`src/rtl/hbm_rd_arbiter_if.sv`:
```
// hbm_rd_arbiter_if -- bundle of AXI read-address / read-data signals for N lanes.
//
// Purpose:
//   One interface type serves both sides of the arbiter.
//   - With N = NUM_REQ it carries the requester-facing bus. Address, length and
//     handshake are per lane. Read data is a single broadcast bus.
//   - With N = 1 it is the shared AXI read master toward HBM.
//
// Parameters:
//   N       number of lanes
//   ADDR_W  read address width
//   DATA_W  read data width (phit size)
//
// Signals (lane i occupies slice i of each vector):
//   araddr  [N*ADDR_W]  burst address
//   arlen   [N*8]       burst length (beats-1)
//   arvalid [N]         address valid
//   arready [N]         address accepted
//   rdata   [DATA_W]    read data (shared by all lanes)
//   rvalid  [N]         beat valid
//   rlast   [N]         last beat of burst
//   rready  [N]         beat ready
//
// Modports:
//   master  issues addresses and consumes data (AXI master side)
//   slave   accepts addresses and produces data (AXI slave side)
interface hbm_rd_arbiter_if #(
  parameter int N      = 1,
  parameter int ADDR_W = 64,
  parameter int DATA_W = 512
);
  logic [N*ADDR_W-1:0] araddr;
  logic [N*8-1:0]      arlen;
  logic [N-1:0]        arvalid;
  logic [N-1:0]        arready;
  logic [DATA_W-1:0]   rdata;
  logic [N-1:0]        rvalid;
  logic [N-1:0]        rlast;
  logic [N-1:0]        rready;

  modport master (
    output araddr, arlen, arvalid, rready,
    input  arready, rdata, rvalid, rlast
  );

  modport slave (
    input  araddr, arlen, arvalid, rready,
    output arready, rdata, rvalid, rlast
  );
endinterface

```
`src/rtl/hbm_rd_arbiter.sv`:
```
// hbm_rd_arbiter -- round-robin arbiter sharing one AXI read master among
// NUM_REQ read requesters, with one outstanding burst at a time.
//
// Ports:
//   ap_clk      clock
//   ap_rst_n    asynchronous active-low reset
//   req         requester-side bus (hbm_rd_arbiter_if.slave, N = NUM_REQ)
//   m_axi       shared HBM read master (hbm_rd_arbiter_if.master, N = 1)
//   busy        high whenever the FSM is outside IDLE
//   stat_beats  running count of accepted read beats; wraps at 2^32
//
// Build option:
//   HBM_RD_ARB_STATS_EN
//     Defined:   the stat_beats counter is built.
//     Undefined: stat_beats is tied to 0.
//
// Flow:
//   IDLE --any arvalid--> ADDR --AR handshake--> DATA --last beat--> IDLE
//
//   The winner is registered on the IDLE->ADDR edge. The search starts at
//   the requester after last_grant. last_grant resets to NUM_REQ-1, so
//   requester 0 has first priority after reset.
module hbm_rd_arbiter #(
  parameter int NUM_REQ = 2,
  parameter int ADDR_W  = 64,
  parameter int DATA_W  = 512
) (
  input  logic                ap_clk,
  input  logic                ap_rst_n,
  hbm_rd_arbiter_if.slave     req,
  hbm_rd_arbiter_if.master    m_axi,
  output logic                busy,
  output logic [31:0]         stat_beats
);

  localparam int GRANT_W = (NUM_REQ > 1) ? $clog2(NUM_REQ) : 1;
  localparam logic [GRANT_W-1:0] GRANT_RST = GRANT_W'(NUM_REQ - 1);

  typedef enum logic [1:0] {
    IDLE = 2'd0,
    ADDR = 2'd1,
    DATA = 2'd2
  } state_t;

  state_t             state_reg, state_next;
  logic [GRANT_W-1:0] grant_reg, grant_next;
  logic [GRANT_W-1:0] last_grant_reg, last_grant_next;

  // Per-requester views of the packed request bus
  logic [ADDR_W-1:0]  addr_slice [NUM_REQ];
  logic [7:0]         len_slice  [NUM_REQ];
  logic [GRANT_W-1:0] rr_dist    [NUM_REQ];
  logic [NUM_REQ-1:0] grant_onehot;
  logic [NUM_REQ-1:0] arready_vec, rvalid_vec, rlast_vec;

  logic               any_req;
  logic [GRANT_W-1:0] rr_winner;
  logic [GRANT_W-1:0] rr_best;
  logic               rr_found;
  logic               sel_rready;
  logic               ar_fire;
  logic               r_fire;
  logic               last_fire;

  // ---------------------------------------------------------------------------
  // Per-requester slicing, priority distance and response demux
  // ---------------------------------------------------------------------------
  for (genvar gi = 0; gi < NUM_REQ; gi++) begin : g_req
    assign addr_slice[gi]   = req.araddr[gi*ADDR_W +: ADDR_W];
    assign len_slice[gi]    = req.arlen[gi*8 +: 8];
    assign grant_onehot[gi] = (grant_reg == GRANT_W'(gi));

    // Distance from the first-priority slot (last_grant+1) to requester gi,
    // modulo NUM_REQ. For a power-of-two NUM_REQ, GRANT_W-bit wrap does the
    // modulo for free. Otherwise NUM_REQ fits in GRANT_W bits and the explicit
    // add keeps the result in range.
    if (gi > 0) begin : g_pos
      assign rr_dist[gi] = (GRANT_W'(gi) > last_grant_reg)
                         ? GRANT_W'(gi) - last_grant_reg - GRANT_W'(1)
                         : GRANT_W'(gi) + GRANT_W'(NUM_REQ) - last_grant_reg - GRANT_W'(1);
    end else begin : g_zero
      assign rr_dist[gi] = GRANT_W'(NUM_REQ) - last_grant_reg - GRANT_W'(1);
    end

    assign arready_vec[gi] = (state_reg == ADDR) && grant_onehot[gi] && m_axi.arready;
    assign rvalid_vec[gi]  = (state_reg == DATA) && grant_onehot[gi] && m_axi.rvalid;
    assign rlast_vec[gi]   = (state_reg == DATA) && grant_onehot[gi] && m_axi.rlast;
  end

  assign req.arready = arready_vec;
  assign req.rvalid  = rvalid_vec;
  assign req.rlast   = rlast_vec;

  assign any_req    = |req.arvalid;
  assign sel_rready = req.rready[grant_reg];

  // ---------------------------------------------------------------------------
  // Round-robin pick: the valid requester with the smallest distance
  // ---------------------------------------------------------------------------
  always_comb begin
    rr_winner = last_grant_reg;
    rr_best   = '0;
    rr_found  = 1'b0;
    for (int i = 0; i < NUM_REQ; i++) begin
      if (req.arvalid[i] && (!rr_found || (rr_dist[i] < rr_best))) begin
        rr_found  = 1'b1;
        rr_best   = rr_dist[i];
        rr_winner = GRANT_W'(i);
      end
    end
  end

  // m_axi.arvalid is 1 throughout ADDR, so the handshake only needs arready.
  assign ar_fire   = (state_reg == ADDR) && m_axi.arready;
  assign r_fire    = (state_reg == DATA) && m_axi.rvalid && sel_rready;
  assign last_fire = r_fire && m_axi.rlast;

  // ---------------------------------------------------------------------------
  // FSM: state register
  // ---------------------------------------------------------------------------
  always_ff @(posedge ap_clk or negedge ap_rst_n) begin
    if (!ap_rst_n) begin
      state_reg      <= IDLE;
      grant_reg      <= GRANT_RST;
      last_grant_reg <= GRANT_RST;
    end else begin
      state_reg      <= state_next;
      grant_reg      <= grant_next;
      last_grant_reg <= last_grant_next;
    end
  end

  // ---------------------------------------------------------------------------
  // FSM: next-state logic
  // ---------------------------------------------------------------------------
  always_comb begin
    state_next      = state_reg;
    grant_next      = grant_reg;
    last_grant_next = last_grant_reg;
    case (state_reg)
      IDLE: begin
        if (any_req) begin
          grant_next = rr_winner;
          state_next = ADDR;
        end
      end
      ADDR: begin
        if (ar_fire) begin
          state_next = DATA;
        end
      end
      DATA: begin
        if (last_fire) begin
          last_grant_next = grant_reg;
          state_next      = IDLE;
        end
      end
      default: begin
        state_next = IDLE;
      end
    endcase
  end

  // ---------------------------------------------------------------------------
  // FSM: outputs
  // ---------------------------------------------------------------------------
  // Everything is gated by state, so an asynchronous reset (state -> IDLE)
  // zeroes every output at once. This includes rdata while stale beats are
  // still arriving.
  always_comb begin
    m_axi.arvalid = 1'b0;
    m_axi.araddr  = '0;
    m_axi.arlen   = '0;
    m_axi.rready  = 1'b0;
    req.rdata     = '0;
    busy          = 1'b0;
    case (state_reg)
      ADDR: begin
        m_axi.arvalid = 1'b1;
        m_axi.araddr  = addr_slice[grant_reg];
        m_axi.arlen   = len_slice[grant_reg];
        busy          = 1'b1;
      end
      DATA: begin
        m_axi.rready  = sel_rready;
        req.rdata     = m_axi.rdata;
        busy          = 1'b1;
      end
      default: begin
      end
    endcase
  end

  // ---------------------------------------------------------------------------
  // Beat statistics
  // ---------------------------------------------------------------------------
`ifdef HBM_RD_ARB_STATS_EN
  logic [31:0] stat_beats_reg;

  always_ff @(posedge ap_clk or negedge ap_rst_n) begin
    if (!ap_rst_n) begin
      stat_beats_reg <= '0;
    end else if (r_fire) begin
      stat_beats_reg <= stat_beats_reg + 32'd1;
    end
  end

  assign stat_beats = stat_beats_reg;
`else
  assign stat_beats = '0;
`endif

endmodule

```
`src/flat_wrapper.sv`:
```
// flat-port wrapper written by rule: the top's interface ports become plain ports
module hbm_rd_arbiter_flat 
#(
  parameter int NUM_REQ = 2,
  parameter int ADDR_W  = 64,
  parameter int DATA_W  = 512
)
  (ap_clk, ap_rst_n, busy, stat_beats, req_araddr, req_arlen, req_arvalid, req_rready, req_arready, req_rdata, req_rvalid, req_rlast, m_axi_araddr, m_axi_arlen, m_axi_arvalid, m_axi_rready, m_axi_arready, m_axi_rdata, m_axi_rvalid, m_axi_rlast);
  hbm_rd_arbiter_if #(.N((2)), .ADDR_W(ADDR_W), .DATA_W(DATA_W)) req_i ();
  hbm_rd_arbiter_if #(.N(1), .ADDR_W(ADDR_W), .DATA_W(DATA_W)) m_axi_i ();
  input  logic ap_clk;
  input  logic ap_rst_n;
  output logic busy;
  output logic [31:0] stat_beats;
  input wire logic [$bits(req_i.araddr)-1:0] req_araddr;
  input wire logic [$bits(req_i.arlen)-1:0] req_arlen;
  input wire logic [$bits(req_i.arvalid)-1:0] req_arvalid;
  input wire logic [$bits(req_i.rready)-1:0] req_rready;
  output wire logic [$bits(req_i.arready)-1:0] req_arready;
  output wire logic [$bits(req_i.rdata)-1:0] req_rdata;
  output wire logic [$bits(req_i.rvalid)-1:0] req_rvalid;
  output wire logic [$bits(req_i.rlast)-1:0] req_rlast;
  output wire logic [$bits(m_axi_i.araddr)-1:0] m_axi_araddr;
  output wire logic [$bits(m_axi_i.arlen)-1:0] m_axi_arlen;
  output wire logic [$bits(m_axi_i.arvalid)-1:0] m_axi_arvalid;
  output wire logic [$bits(m_axi_i.rready)-1:0] m_axi_rready;
  input wire logic [$bits(m_axi_i.arready)-1:0] m_axi_arready;
  input wire logic [$bits(m_axi_i.rdata)-1:0] m_axi_rdata;
  input wire logic [$bits(m_axi_i.rvalid)-1:0] m_axi_rvalid;
  input wire logic [$bits(m_axi_i.rlast)-1:0] m_axi_rlast;
  assign req_i.araddr = req_araddr;
  assign req_i.arlen = req_arlen;
  assign req_i.arvalid = req_arvalid;
  assign req_i.rready = req_rready;
  assign req_arready = req_i.arready;
  assign req_rdata = req_i.rdata;
  assign req_rvalid = req_i.rvalid;
  assign req_rlast = req_i.rlast;
  assign m_axi_araddr = m_axi_i.araddr;
  assign m_axi_arlen = m_axi_i.arlen;
  assign m_axi_arvalid = m_axi_i.arvalid;
  assign m_axi_rready = m_axi_i.rready;
  assign m_axi_i.arready = m_axi_arready;
  assign m_axi_i.rdata = m_axi_rdata;
  assign m_axi_i.rvalid = m_axi_rvalid;
  assign m_axi_i.rlast = m_axi_rlast;
  hbm_rd_arbiter #(.NUM_REQ(NUM_REQ), .ADDR_W(ADDR_W), .DATA_W(DATA_W)) u_core (.ap_clk(ap_clk), .ap_rst_n(ap_rst_n), .req(req_i), .m_axi(m_axi_i), .busy(busy), .stat_beats(stat_beats));
endmodule
```
`config.mk`:
```
export PLATFORM = sky130hd
export DESIGN_NAME = hbm_rd_arbiter_flat
export DESIGN_NICKNAME = d
export VERILOG_FILES = /design/src/rtl/hbm_rd_arbiter_if.sv /design/src/rtl/hbm_rd_arbiter.sv /design/src/flat_wrapper.sv
export SDC_FILE = /design/constraint.sdc
export NUM_CORES = 1
export LEC_CHECK = 0
export BUFFER_PORTS_ARGS = -buffer_cell sky130_fd_sc_hd__buf_4
export CORE_AREA = 2 2 500 502
export DETAILED_ROUTE_END_ITERATION = 8
export DIE_AREA = 0 0 502 504
export HOLD_SLACK_MARGIN = 0.06
export PLACE_DENSITY = 0.3
export SLEW_MARGIN = 0
export SYNTH_ARGS = -nofsm -noshare
export SYNTH_HDL_FRONTEND = slang
export SYNTH_SLANG_ARGS = --single-unit
```
`constraint.sdc`:
```
create_clock -name ap_clk -period 1.8 [get_ports ap_clk]
set_input_delay 0.27 -clock ap_clk [delete_from_list [all_inputs] [get_ports ap_clk]]
set_output_delay 0.27 -clock ap_clk [all_outputs]
set_load 0.01 [all_outputs]
```
==> impl_metrics.py <==
metrics = {
    "outcome": {
        "outcome": "complete, but fails checks",
        "failed_checks": "negative setup slack",
    },
    "grt": {
        "gr-usage-all-layers": 0.157,
        "grt_pass1_vias": 11900,
        "grt_pass1_wl_mm": 233,
        "antenna_found_initial": 215,
        "grt-ovfl-total": 0,
        "grt_start_max_net_pins": 37,
    },
    "yosys": {
        "synth_cells": 804,
        "yosysSeqAreaShare": 0.0201,
        "yosys.cell_types.count": 25,
        "synth_seq_cells": 4,
        "synth_async_sr_flop_share": 1.00,
        "synth_area_um2": 5100,
        "ys_top_cells_by_count": "and2_1 (512), nor2_1 (76), mux2i_1 (73), clkbuf_1 (59), buf_4 (40)",
        "synth.avg_cell_area_um2": 6.34,
        "yosysTopAreaCellShare": 0.628,
        "synth_edf_count": 0,
        "synth_top_cells_by_area": "and2_1 (63%), mux2i_1 (14%), buf_4 (5.9%), nor2_1 (5.6%), clkbuf_1 (4.3%)",
        "synth_area_leader_cell": "and2_1",
        "synth-main-ff-cell": "dfstp_2",
        "synth.most_common_cell": "and2_1",
        "yosys_warnings": 0,
    },
    "critical_path": {
        "critPathRequiredTime_ns": 1.53,
        "worstSetupPathType": "flop to primary output",
        "cpPeakStageDelay_ns": 0.64,
        "crit_path_start_kind": "flop",
        "path_common_cell": "buf_6",
        "critPathBufInv": 4,
        "critical_path_arrival_ns": 1.78,
        "slowest_stage": "dfstp_4",
        "r2r-end": "u_core.state_reg[0]",
        "cp-end-kind": "primary output",
        "crit_chain": "buf_12, buf_6, buf_16, mux2i_1, nor2_1, buf_6",
        "cp_max_fo": 7,
        "r2r_slack_ns": 0,
        "crit_family": "flip-flops",
        "rr_worst_depth": 6,
        "r2r_start": "u_core.grant_reg",
    },
    "detailed_routing": {
        "wirelength_mm": 210,
        "drtIter0Drc": 348,
        "wl_per_cell_um": 38.2,
        "viasPerCell": 2.17,
        "drc_errors": 0,
        "drtPass1Iterations": 4,
        "vias": 11900,
        "drtAntennaViolNets": 0,
    },
    "flow_run": {
        "drv_cap": 0,
    },
    "power": {
        "internal_power_mw": 11.4,
        "power_leakage_nw": 10.1,
        "clkPwrFrac": 0.015,
        "p_switching_mw": 12.7,
        "p_sw_frac": 0.526,
        "pwr_density_cell_nw_per_um2": 1100,
        "p_comb_frac": 0.977,
        "seqPwrFrac": 0.007,
        "vdd.ir_drop.worst_uv": 378,
    },
    "floorplanning": {
        "dieWidth_um": 502,
        "design.die.area_um2": 253000,
        "core_area_um2": 248000,
        "start_util": 0.0206,
        "rows": 183,
        "die_y_um": 504,
        "pin_count": 1290,
    },
    "placement": {
        "placed_cell_area_um2": 18900,
        "dpl.cell_count": 5360,
        "gp_congestion": 0.936,
        "port_buffers": 1257,
        "dp_slack_ns": -0.134,
        "dpl.hpwl_mm": 197,
    },
    "hold_path": {
        "whs_endpoint": "u_core.grant_reg",
        "hold_depth": 2,
        "hold_class": "input pin to flop",
        "hold_start": "req_arvalid[1]",
    },
    "clocking": {
        "cts_tree": "yes",
        "cts_buffer_depth": 2,
        "clockRootBuffer": "clkbuf_16",
        "cts.sinks": 4,
        "clk_latency_ns": 0.23,
        "clk_pin_slew_ns": 0.03,
        "cts_buffers": 3,
        "htreeDepth": 1,
    },
    "timing": {
        "min_period_ns": 2.05,
        "setup_viol": 583,
        "max_freq_mhz": 488,
        "rsz0062_at_grt": "yes",
        "fin_ws_ns": -0.249,
        "fin_crit_sh": 1.14,
        "finalHoldViolCount": 0,
        "final_max_slew_viol_count": 0,
        "skew_ns": 0.00236,
        "fin_setup_tns_ns": -82.81,
    },
    "final_layout": {
        "largest_register_ffs": 2,
        "areaGrowthSynthToFinish_pct": 332,
        "nFillCells": 29100,
        "finish.utilization": 0.0889,
        "finalNonFillerCells": 5492,
        "layout.nets": 2770,
        "drive_above_1_share": 0.738,
        "stdcell_area_um2": 22000,
    },
}
==> layout by cell type (no fill, tap or decap), drive strengths merged <==
cell         netlist  layout
dfstp              2       2
ha                 4       4
dfrtp              2       2
buf               47    1349
conb               1      32
o21a               1       1
nand4              1       1
a32o               1       1
o211ai             4       4
mux2i             73      73
a21oi              1       1
nand2              6       6
o221ai             1       1
o21ai              2       2
clkbuf            59      17
bufbuf             0       4
a41oi              1       1
nor2b              2       2
nor3b              1       1
inv                3       3
nor2              76      76
dlygate4sd3        0       1
or3b               1       1
and3               3       3
diode              0      62
and2             512     512
==> layout make-up <==
class | instances | area (µm²) | area share
antenna | 62 | 155 | 0.00705
sequential | 4 | 106 | 0.00483
inverter | 3 | 13.8 | 0.000625
clock buffer | 4 | 78.8 | 0.00358
timing repair buffer | 1367 | 12400 | 0.564
multi-input combinational | 722 | 5080 | 0.231
tap | 3330 | 4170 | 0.189
==> per-layer routing <==
layer	track usage	up-vias	routed length (µm)
met1	0.178	5307	81300
met4	0.0184	62	4570
li1	-	5076	-
met3	0.103	339	32000
met2	0.250	1114	91400
met5	0	-	418
==> worst max-delay path by stage <==
stage                        start  cells past startpoint                to
2_1_floorplan  u_core.state_reg[0]                      6    req_rdata[424]
3_3_place_gp      u_core.grant_reg                      4  m_axi_araddr[36]
3_5_place_dp   u_core.state_reg[0]                      6      req_rdata[2]
4_1_cts           u_core.grant_reg                      4    m_axi_arlen[0]
5_1_grt           u_core.grant_reg                      6   m_axi_araddr[6]
6_report          u_core.grant_reg                      6    m_axi_arlen[0]
==> cells by family (layout without fill, tap and decap cells) <==
family | after synthesis | in the layout | share of synthesized area
adder cells (fa/ha/maj) | 4 | 4 | 0.00981
flip-flops | 4 | 4 | 0.0201
AO/OA/AOI/OAI | 11 | 11 | 0.0157
AND/OR/NAND/NOR | 602 | 602 | 0.699
multiplexers | 73 | 73 | 0.143
buffers and inverters | 109 | 1374 | 0.111
other | 1 | 94 | 0.000735
==> stage by stage <==
stage                     power, mW  hold WS [ns]
final                          24.1         0.336
after global placement         19.3        0.0831
after global routing           25.8         0.348
after detailed placement       19.3        0.0835
after CTS                      22.6         0.332
after floorplan                5.89       -0.0256
==> repair_timing <==
| item | CTS | global route |
|---|---|---|
| setup buffers | 20 | 14 |
| pin swaps | 31 | 46 |
| endpoints found under the setup margin | 586 | 594 |
| resized for setup | 206 | 283 |
| endpoints found under the hold margin | 4 | 0 |
| gates cloned | 19 | 16 |
| hold buffers | 1 | 0 |
==> power by group through the flow <==
stage	sequential, mW	clock, mW	combinational (mW)
finish	0.179	0.365	23.6
global route	0.184	0.381	25.3
CTS	0.262	0.369	21.9
detailed placement	0.243	0	19.1
global placement	0.241	0	19.0
floorplan	0.157	0	5.73
Power figures use the tool's default switching activity.
